--- src/rtl/branch_predictor.sv ---
// Dynamic branch predictor: direct-mapped BTB plus 2-bit saturating BHT, trained from EX resolution.
// Optional build macro BPU_GSHARE_EN adds a global history register XORed into the lookup index.
module branch_predictor #(
    parameter int unsigned INDEX_BITS = 6,
    parameter int unsigned TAG_BITS   = 8
) (
    input  logic                  clk,
    input  logic                  rst_n,
    input  logic [31:0]           if_pc,
    output logic                  if_pred_taken,
    output logic [31:0]           if_pred_target,
    output logic [INDEX_BITS-1:0] if_pred_index,
    input  logic                  ex_valid,
    input  logic [31:0]           ex_pc,
    input  logic [INDEX_BITS-1:0] ex_pred_index,
    input  logic                  ex_pred_taken,
    input  logic                  ex_branch_taken,
    input  logic [31:0]           ex_branch_target,
    input  logic                  stall,
    output logic [31:0]           perf_branches,
    output logic [31:0]           perf_mispredicts
);

    localparam int unsigned ENTRIES  = 1 << INDEX_BITS;
    localparam int unsigned TAG_LSB  = INDEX_BITS + 2;
    localparam int unsigned TAG_END  = TAG_LSB + TAG_BITS;
    localparam int unsigned TGT_BITS = 30;

    logic [1:0]          bht        [ENTRIES];
    logic                btb_valid  [ENTRIES];
    logic [TAG_BITS-1:0] btb_tag    [ENTRIES];
    logic [TGT_BITS-1:0] btb_target [ENTRIES];

    logic [INDEX_BITS-1:0] lookup_idx;
    logic [TAG_BITS-1:0]   lookup_tag;
    logic                  hit;
    logic                  update;
    logic [1:0]            bht_cur;
    logic [1:0]            bht_next;
    logic                  unused_bits;

    assign update     = ex_valid && !stall;
    assign lookup_tag = if_pc[TAG_LSB +: TAG_BITS];

`ifdef BPU_GSHARE_EN
    logic [INDEX_BITS-1:0] ghr;

    assign lookup_idx = if_pc[INDEX_BITS+1:2] ^ ghr;

    // History shifts in resolved outcomes only, never speculative predictions
    always_ff @(posedge clk or negedge rst_n) begin
        if (!rst_n) begin
            ghr <= '0;
        end else if (update) begin
            ghr <= {ghr[INDEX_BITS-2:0], ex_branch_taken};
        end
    end
`else
    assign lookup_idx = if_pc[INDEX_BITS+1:2];
`endif

    // Combinational lookup against registered tables; no write-to-read bypass
    always_comb begin
        hit            = btb_valid[lookup_idx] && (btb_tag[lookup_idx] == lookup_tag);
        if_pred_taken  = hit && bht[lookup_idx][1];
        if_pred_index  = lookup_idx;
        if_pred_target = if_pred_taken ? {btb_target[lookup_idx], 2'b00} : (if_pc + 32'd4);
    end

    always_comb begin
        bht_cur  = bht[ex_pred_index];
        bht_next = bht_cur;
        if (ex_branch_taken) begin
            if (bht_cur != 2'b11) bht_next = bht_cur + 2'd1;
        end else begin
            if (bht_cur != 2'b00) bht_next = bht_cur - 2'd1;
        end
    end

    // Tables train at the index carried down the pipeline with the branch
    always_ff @(posedge clk or negedge rst_n) begin
        if (!rst_n) begin
            for (int i = 0; i < int'(ENTRIES); i++) begin
                bht[i]        <= 2'b01;
                btb_valid[i]  <= 1'b0;
                btb_tag[i]    <= '0;
                btb_target[i] <= '0;
            end
        end else if (update) begin
            bht[ex_pred_index] <= bht_next;
            if (ex_branch_taken) begin
                btb_valid[ex_pred_index]  <= 1'b1;
                btb_tag[ex_pred_index]    <= ex_pc[TAG_LSB +: TAG_BITS];
                btb_target[ex_pred_index] <= ex_branch_target[31:2];
            end
        end
    end

    always_ff @(posedge clk or negedge rst_n) begin
        if (!rst_n) begin
            perf_branches    <= '0;
            perf_mispredicts <= '0;
        end else if (update) begin
            if (perf_branches != 32'hFFFF_FFFF) perf_branches <= perf_branches + 32'd1;
            if ((ex_pred_taken != ex_branch_taken) && (perf_mispredicts != 32'hFFFF_FFFF))
                perf_mispredicts <= perf_mispredicts + 32'd1;
        end
    end

    assign unused_bits = ^{ex_pc[31:TAG_END], ex_pc[TAG_LSB-1:0], ex_branch_target[1:0]};

endmodule

--- config.mk ---
export PLATFORM = sky130hd
export DESIGN_NAME = branch_predictor
export DESIGN_NICKNAME = d
export VERILOG_FILES = /design/src/rtl/branch_predictor.sv
export SDC_FILE = /design/constraint.sdc
export NUM_CORES = 2
export LEC_CHECK = 0
export BUFFER_PORTS_ARGS = -buffer_cell sky130_fd_sc_hd__buf_2
export CORE_ASPECT_RATIO = 0.7
export CORE_MARGIN = 2
export CORE_UTILIZATION = 45
export CTS_CLUSTER_DIAMETER = 60
export CTS_CLUSTER_SIZE = 12
export DETAILED_ROUTE_END_ITERATION = 10
export GPL_TIMING_DRIVEN = 0
export MAX_ROUTING_LAYER = met4
export PLACE_DENSITY_LB_ADDON = 0.08
export SKIP_CTS_REPAIR_TIMING = 1
export SLEW_MARGIN = 20
export SYNTH_ARGS = -nofsm -noshare
export SYNTH_HDL_FRONTEND = slang
export SYNTH_SLANG_ARGS = --single-unit
--- constraint.sdc ---
create_clock -name clk -period 7.42 [get_ports clk]
set_input_delay 1.855 -clock clk [delete_from_list [all_inputs] [get_ports clk]]
set_output_delay 1.855 -clock clk [all_outputs]
set_load 0.005 [all_outputs]
==> run_summary.xml <==
<?xml version="1.0" encoding="UTF-8"?>
<metrics>
  <group name="synthesis">
    <metric name="post_synth_instance_area" unit="mm^2">0.1228</metric>
    <metric name="syn_inst" unit="">7753</metric>
    <metric name="synthesis_warnings" unit="">0</metric>
    <metric name="synthDistinctLibCells" unit="">71</metric>
    <metric name="synthMostInstantiatedCell" unit="">sky130_fd_sc_hd__dfrtp_1</metric>
    <metric name="top_area_cells_in_the_synthesized_netlist" unit="">sky130_fd_sc_hd__dfrtp_1 (53%), sky130_fd_sc_hd__mux2_2 (24%), sky130_fd_sc_hd__mux4_2 (14%), sky130_fd_sc_hd__dfstp_2 (1.4%), sky130_fd_sc_hd__clkbuf_1 (1.3%)</metric>
    <metric name="netlist.area_leader.share" unit="%">53.46</metric>
    <metric name="commonest_cells_in_the_netlist" unit="">sky130_fd_sc_hd__dfrtp_1 (2624), sky130_fd_sc_hd__mux2_2 (2567), sky130_fd_sc_hd__mux4_2 (738), sky130_fd_sc_hd__clkbuf_1 (435), sky130_fd_sc_hd__buf_1 (215)</metric>
    <metric name="synth_sequential_area_ratio" unit="%">54.83</metric>
    <metric name="synth_area_per_cell" unit="um^2">15.84</metric>
    <metric name="syn-num-nets" unit="">7864</metric>
    <metric name="synth-seq-cells" unit="">2688</metric>
    <metric name="post_synth_xor_area_fraction" unit="%">0.6775</metric>
    <metric name="synth_edf_count" unit="">0</metric>
    <metric name="synth_top_family_by_area" unit="">multiplexers</metric>
    <metric name="share_of_cell_area_taken_by_muxes_after_synthesis" unit="%">38.16</metric>
    <metric name="synth-async-reset-ratio" unit="%">100.0</metric>
    <metric name="synth_top_cell_by_area" unit="">sky130_fd_sc_hd__dfrtp_1</metric>
    <metric name="synthAdderAreaFrac" unit="%">0.04686</metric>
    <metric name="synth_compound_area_share" unit="%">1.263</metric>
    <metric name="synthFlopType" unit="">sky130_fd_sc_hd__dfrtp_1</metric>
    <metric name="synth_simple_gate_area_share" unit="%">2.223</metric>
  </group>
  <group name="grt">
    <metric name="global_route_wire_length_before_repair" unit="um">567700</metric>
    <metric name="gr-usage-all-layers" unit="%">29.72</metric>
    <metric name="grt_remaining_overflow" unit="">0</metric>
    <metric name="number_of_global_route_vias_before_repair" unit="">74725</metric>
    <metric name="grt_antenna_before_repair" unit="">37</metric>
    <metric name="grt_start_max_net_pins" unit="">139</metric>
  </group>
  <group name="setup_path">
    <metric name="timing.critical_path.slowest_stage_cell" unit="">sky130_fd_sc_hd__nor4_4</metric>
    <metric name="critical_r2r_capture" unit="">bht[75]$_DFFE_PN0P_</metric>
    <metric name="ff2ff_setup_slack" unit="ns">4.40</metric>
    <metric name="largest_stage_delay_on_the_critical_path" unit="ns">0.41</metric>
    <metric name="worstSetupPathType" unit="">input pin to output pin</metric>
    <metric name="critPathMaxFanout" unit="">10</metric>
    <metric name="critical_path_arrival" unit="ns">5.77</metric>
    <metric name="reg2reg_from" unit="">bht[3]$_DFFE_PN0P_</metric>
    <metric name="setup.worst_path.start_class" unit="">input pin</metric>
    <metric name="r2r_cells" unit="">8</metric>
    <metric name="crit_path_cell_trace" unit="">buf_12 &gt; buf_12 &gt; buf_16 &gt; buf_8 &gt; and2_1 &gt; a22oi_1 &gt; a21oi_1 &gt; a211oi_2 &gt; nand2_2 &gt; a211o_1 &gt; nor4_4 &gt; nand4_4 &gt; buf_12 &gt; buf_8 &gt; mux2_4 &gt; buf_2</metric>
    <metric name="setup_crit_end_kind" unit="">output pin</metric>
    <metric name="crit_top_cell" unit="">sky130_fd_sc_hd__buf_12</metric>
    <metric name="worstPathRequired" unit="ns">5.57</metric>
  </group>
  <group name="sta">
    <metric name="max_freq" unit="MHz">131.2</metric>
    <metric name="hold_ws" unit="ns">0.4643</metric>
    <metric name="finalMaxSlewViolations" unit="">0</metric>
    <metric name="worstMarginPinSlew" unit="ns">1.225</metric>
    <metric name="rsz0062_at_grt" unit="">yes</metric>
    <metric name="final-hold-violation-count" unit="">0</metric>
    <metric name="timing.final.crit_share" unit="%">102.7</metric>
    <metric name="timing.final.ws_setup" unit="ns">-0.2024</metric>
    <metric name="finalSetupTns" unit="ns">-2.509</metric>
    <metric name="post-route-min-period" unit="ns">7.622</metric>
    <metric name="setup_viol" unit="">28</metric>
    <metric name="final.setup_skew" unit="ns">0.03438</metric>
    <metric name="max_slew_headroom" unit="%">18.31</metric>
  </group>
  <group name="drt">
    <metric name="routedLengthMet1" unit="um">177800</metric>
    <metric name="routed_wl" unit="um">402800</metric>
    <metric name="vias_per_cell" unit="">6.050</metric>
    <metric name="wl_per_cell" unit="um">33.56</metric>
    <metric name="detailroute.wirelength.met2" unit="um">183500</metric>
    <metric name="route.vias.total" unit="">72626</metric>
    <metric name="met3_length" unit="um">25040</metric>
    <metric name="top_layer_used" unit="">met4</metric>
    <metric name="drt_pass1_iterations" unit="">5</metric>
    <metric name="drc_violations_left" unit="">0</metric>
    <metric name="antenna_violating_nets_post_route" unit="">0</metric>
    <metric name="detailedRoute.firstIterationViolations" unit="">6126</metric>
  </group>
  <group name="floorplan">
    <metric name="design.die.area" unit="mm^2">0.2772</metric>
    <metric name="starting_density_of_the_core" unit="%">45.24</metric>
    <metric name="ioPinCount" unit="">211</metric>
    <metric name="die_h" unit="um">441.1</metric>
    <metric name="rows" unit="">160</metric>
    <metric name="core-area" unit="mm^2">0.2715</metric>
    <metric name="die_x" unit="um">628.4</metric>
  </group>
  <group name="final_layout">
    <metric name="area_added_between_synthesis_and_finish" unit="%">13.02</metric>
    <metric name="finish.net_count" unit="">8389</metric>
    <metric name="post_route_cells_drive_above_1_share" unit="%">51.44</metric>
  </group>
  <group name="pwr">
    <metric name="net-switching-power" unit="mW">7.861</metric>
    <metric name="clock_power_share" unit="%">40.2</metric>
    <metric name="vdd_drop_max" unit="V">0.0001883</metric>
    <metric name="pwr_density_cell" unit="mW/mm^2">227.0</metric>
    <metric name="report.power.total" unit="mW">31.51</metric>
    <metric name="comb_power_share" unit="%">9.6</metric>
    <metric name="power_report.internal_total" unit="mW">23.65</metric>
    <metric name="static-leakage-power" unit="nW">65.71</metric>
    <metric name="p_seq_share" unit="%">50.1</metric>
    <metric name="power_switching_share" unit="%">24.94</metric>
  </group>
  <group name="run_status">
    <metric name="violations" unit="">setup timing</metric>
    <metric name="status" unit="">finished, violations left</metric>
  </group>
  <group name="worst_hold_path">
    <metric name="hold_start" unit="">btb_valid[41]$_DFFE_PN0P_</metric>
    <metric name="worstHoldEndpoint" unit="">btb_valid[41]$_DFFE_PN0P_</metric>
    <metric name="hold_path_class" unit="">flop to flop</metric>
    <metric name="worst_hold_path.num_cells" unit="">1</metric>
  </group>
  <group name="run">
    <metric name="drv_cap" unit="">0</metric>
  </group>
  <group name="cts">
    <metric name="cts_tree" unit="">yes</metric>
    <metric name="worstSkewPairLatency" unit="ns">0.87</metric>
    <metric name="ctsRootBufferMaster" unit="">sky130_fd_sc_hd__clkbuf_16</metric>
    <metric name="cts.sink_count" unit="">2688</metric>
    <metric name="tritoncts.num_buffers" unit="">269</metric>
    <metric name="cts-root-to-sink-buffers" unit="">4</metric>
    <metric name="cts_max_level" unit="">5</metric>
    <metric name="clk_transition_reported_paths" unit="ns">0.06</metric>
  </group>
  <group name="placed_design">
    <metric name="port-buffer-count" unit="">137</metric>
    <metric name="place.detailed.hpwl" unit="um">292100</metric>
    <metric name="gp_congestion" unit="">0.8637</metric>
  </group>
</metrics>
[routing by layer]
metal / track usage, % / vias up
met2: 44.02 / 2020
li1: - / 29752
met1: 41.00 / 40236
met3: 5.494 / 618
met4: 11.17 / 0
met5: - / -
[critical path, delay by kind of cell]
family | cells | cell delay [ns]
AOI/OAI and AO/OA | 4 | 1.17
buffers and inverters | 7 | 1.14
muxes | 1 | 0.40
and+or+nand+nor | 4 | 1.09
[how the worst max path moves through the flow]
stage	from	endpoint	cells after the start
after floorplan	if_pc[2]	if_pred_target[10]	9
after global placement	rst_n	btb_tag[92]$_DFFE_PN0P_	1
after detailed placement	if_pc[4]	if_pred_target[2]	13
after CTS	if_pc[4]	if_pred_target[2]	13
after global routing	if_pc[3]	if_pred_target[16]	16
final	if_pc[2]	if_pred_target[16]	16
[state kept, by name, summed over array words and instances, names as in the netlist]
name / flops
btb_tag: 512
btb_valid: 64
bht: 128
perf_mispredicts: 32
btb_target: 1920
perf_branches: 32
[per-stage QoR]
| step | cell area, um^2 | cells | util [%] | setup slack, ns |
|---|---|---|---|---|
| global placement | 128100 | 11535 | 47.18 | -55.24 |
| CTS | 136400 | 11901 | 50.26 | -2.442 |
| global route | 138800 | 11992 | 51.12 | -0.1257 |
| detailed placement | 129100 | 11572 | 47.54 | -2.446 |
| finish | 138800 | 12005 | 51.13 | -0.2024 |
| floorplan | 122800 | 7753 | - | 0.8377 |
[layout by cell type (no fill, tap or decap), types with 37 or more instances in the layout]
cell	Yosys	layout
sky130_fd_sc_hd__nand3_1	69	67
sky130_fd_sc_hd__buf_6	16	53
sky130_fd_sc_hd__buf_16	0	48
sky130_fd_sc_hd__clkbuf_2	0	43
sky130_fd_sc_hd__buf_1	215	149
sky130_fd_sc_hd__dfrtp_1	2624	2624
sky130_fd_sc_hd__nand2b_1	37	37
sky130_fd_sc_hd__xnor2_1	72	70
sky130_fd_sc_hd__mux2_2	2567	2567
sky130_fd_sc_hd__mux2i_1	69	65
sky130_fd_sc_hd__clkbuf_1	435	410
sky130_fd_sc_hd__clkbuf_16	0	287
sky130_fd_sc_hd__nand2_1	157	156
sky130_fd_sc_hd__buf_4	46	91
sky130_fd_sc_hd__nor2_1	106	102
sky130_fd_sc_hd__mux4_2	738	738
sky130_fd_sc_hd__buf_2	63	182
sky130_fd_sc_hd__dfstp_2	64	64
sky130_fd_sc_hd__a22oi_1	79	76
[power by group through the flow]
stage	registers, mW	clock network (mW)	logic [mW]
global placement	16.1	0	2.80
floorplan	15.9	0	1.68
detailed placement	16.0	0	2.93
CTS	15.8	12.9	2.93
global route	15.9	13.5	3.24
finish	15.8	12.7	3.04
[logic make-up (layout without fill, tap and decap cells)]
kind of cell	Yosys count	after routing
buffers and inverters	798	1381
adder cells (fa/ha/maj)	5	5
flip-flops	2688	2688
AND/OR/NAND/NOR	545	545
AO/OA/AOI/OAI	212	212
XOR/XNOR	95	95
other	0	24
multiplexers	3410	3410
[cell type report]
cell class | count | area (um^2)
antenna | 24 | 60.06
buffer | 781 | 4541
clock buffer | 314 | 7184
clock inverter | 15 | 200.2
fill | 22619 | 132700
inverter | 16 | 63.81
multi-input combinational | 4267 | 52350
sequential | 2688 | 67340
tap | 3645 | 4561
timing repair buffer | 255 | 2505
(Power assumes the default switching activity.)
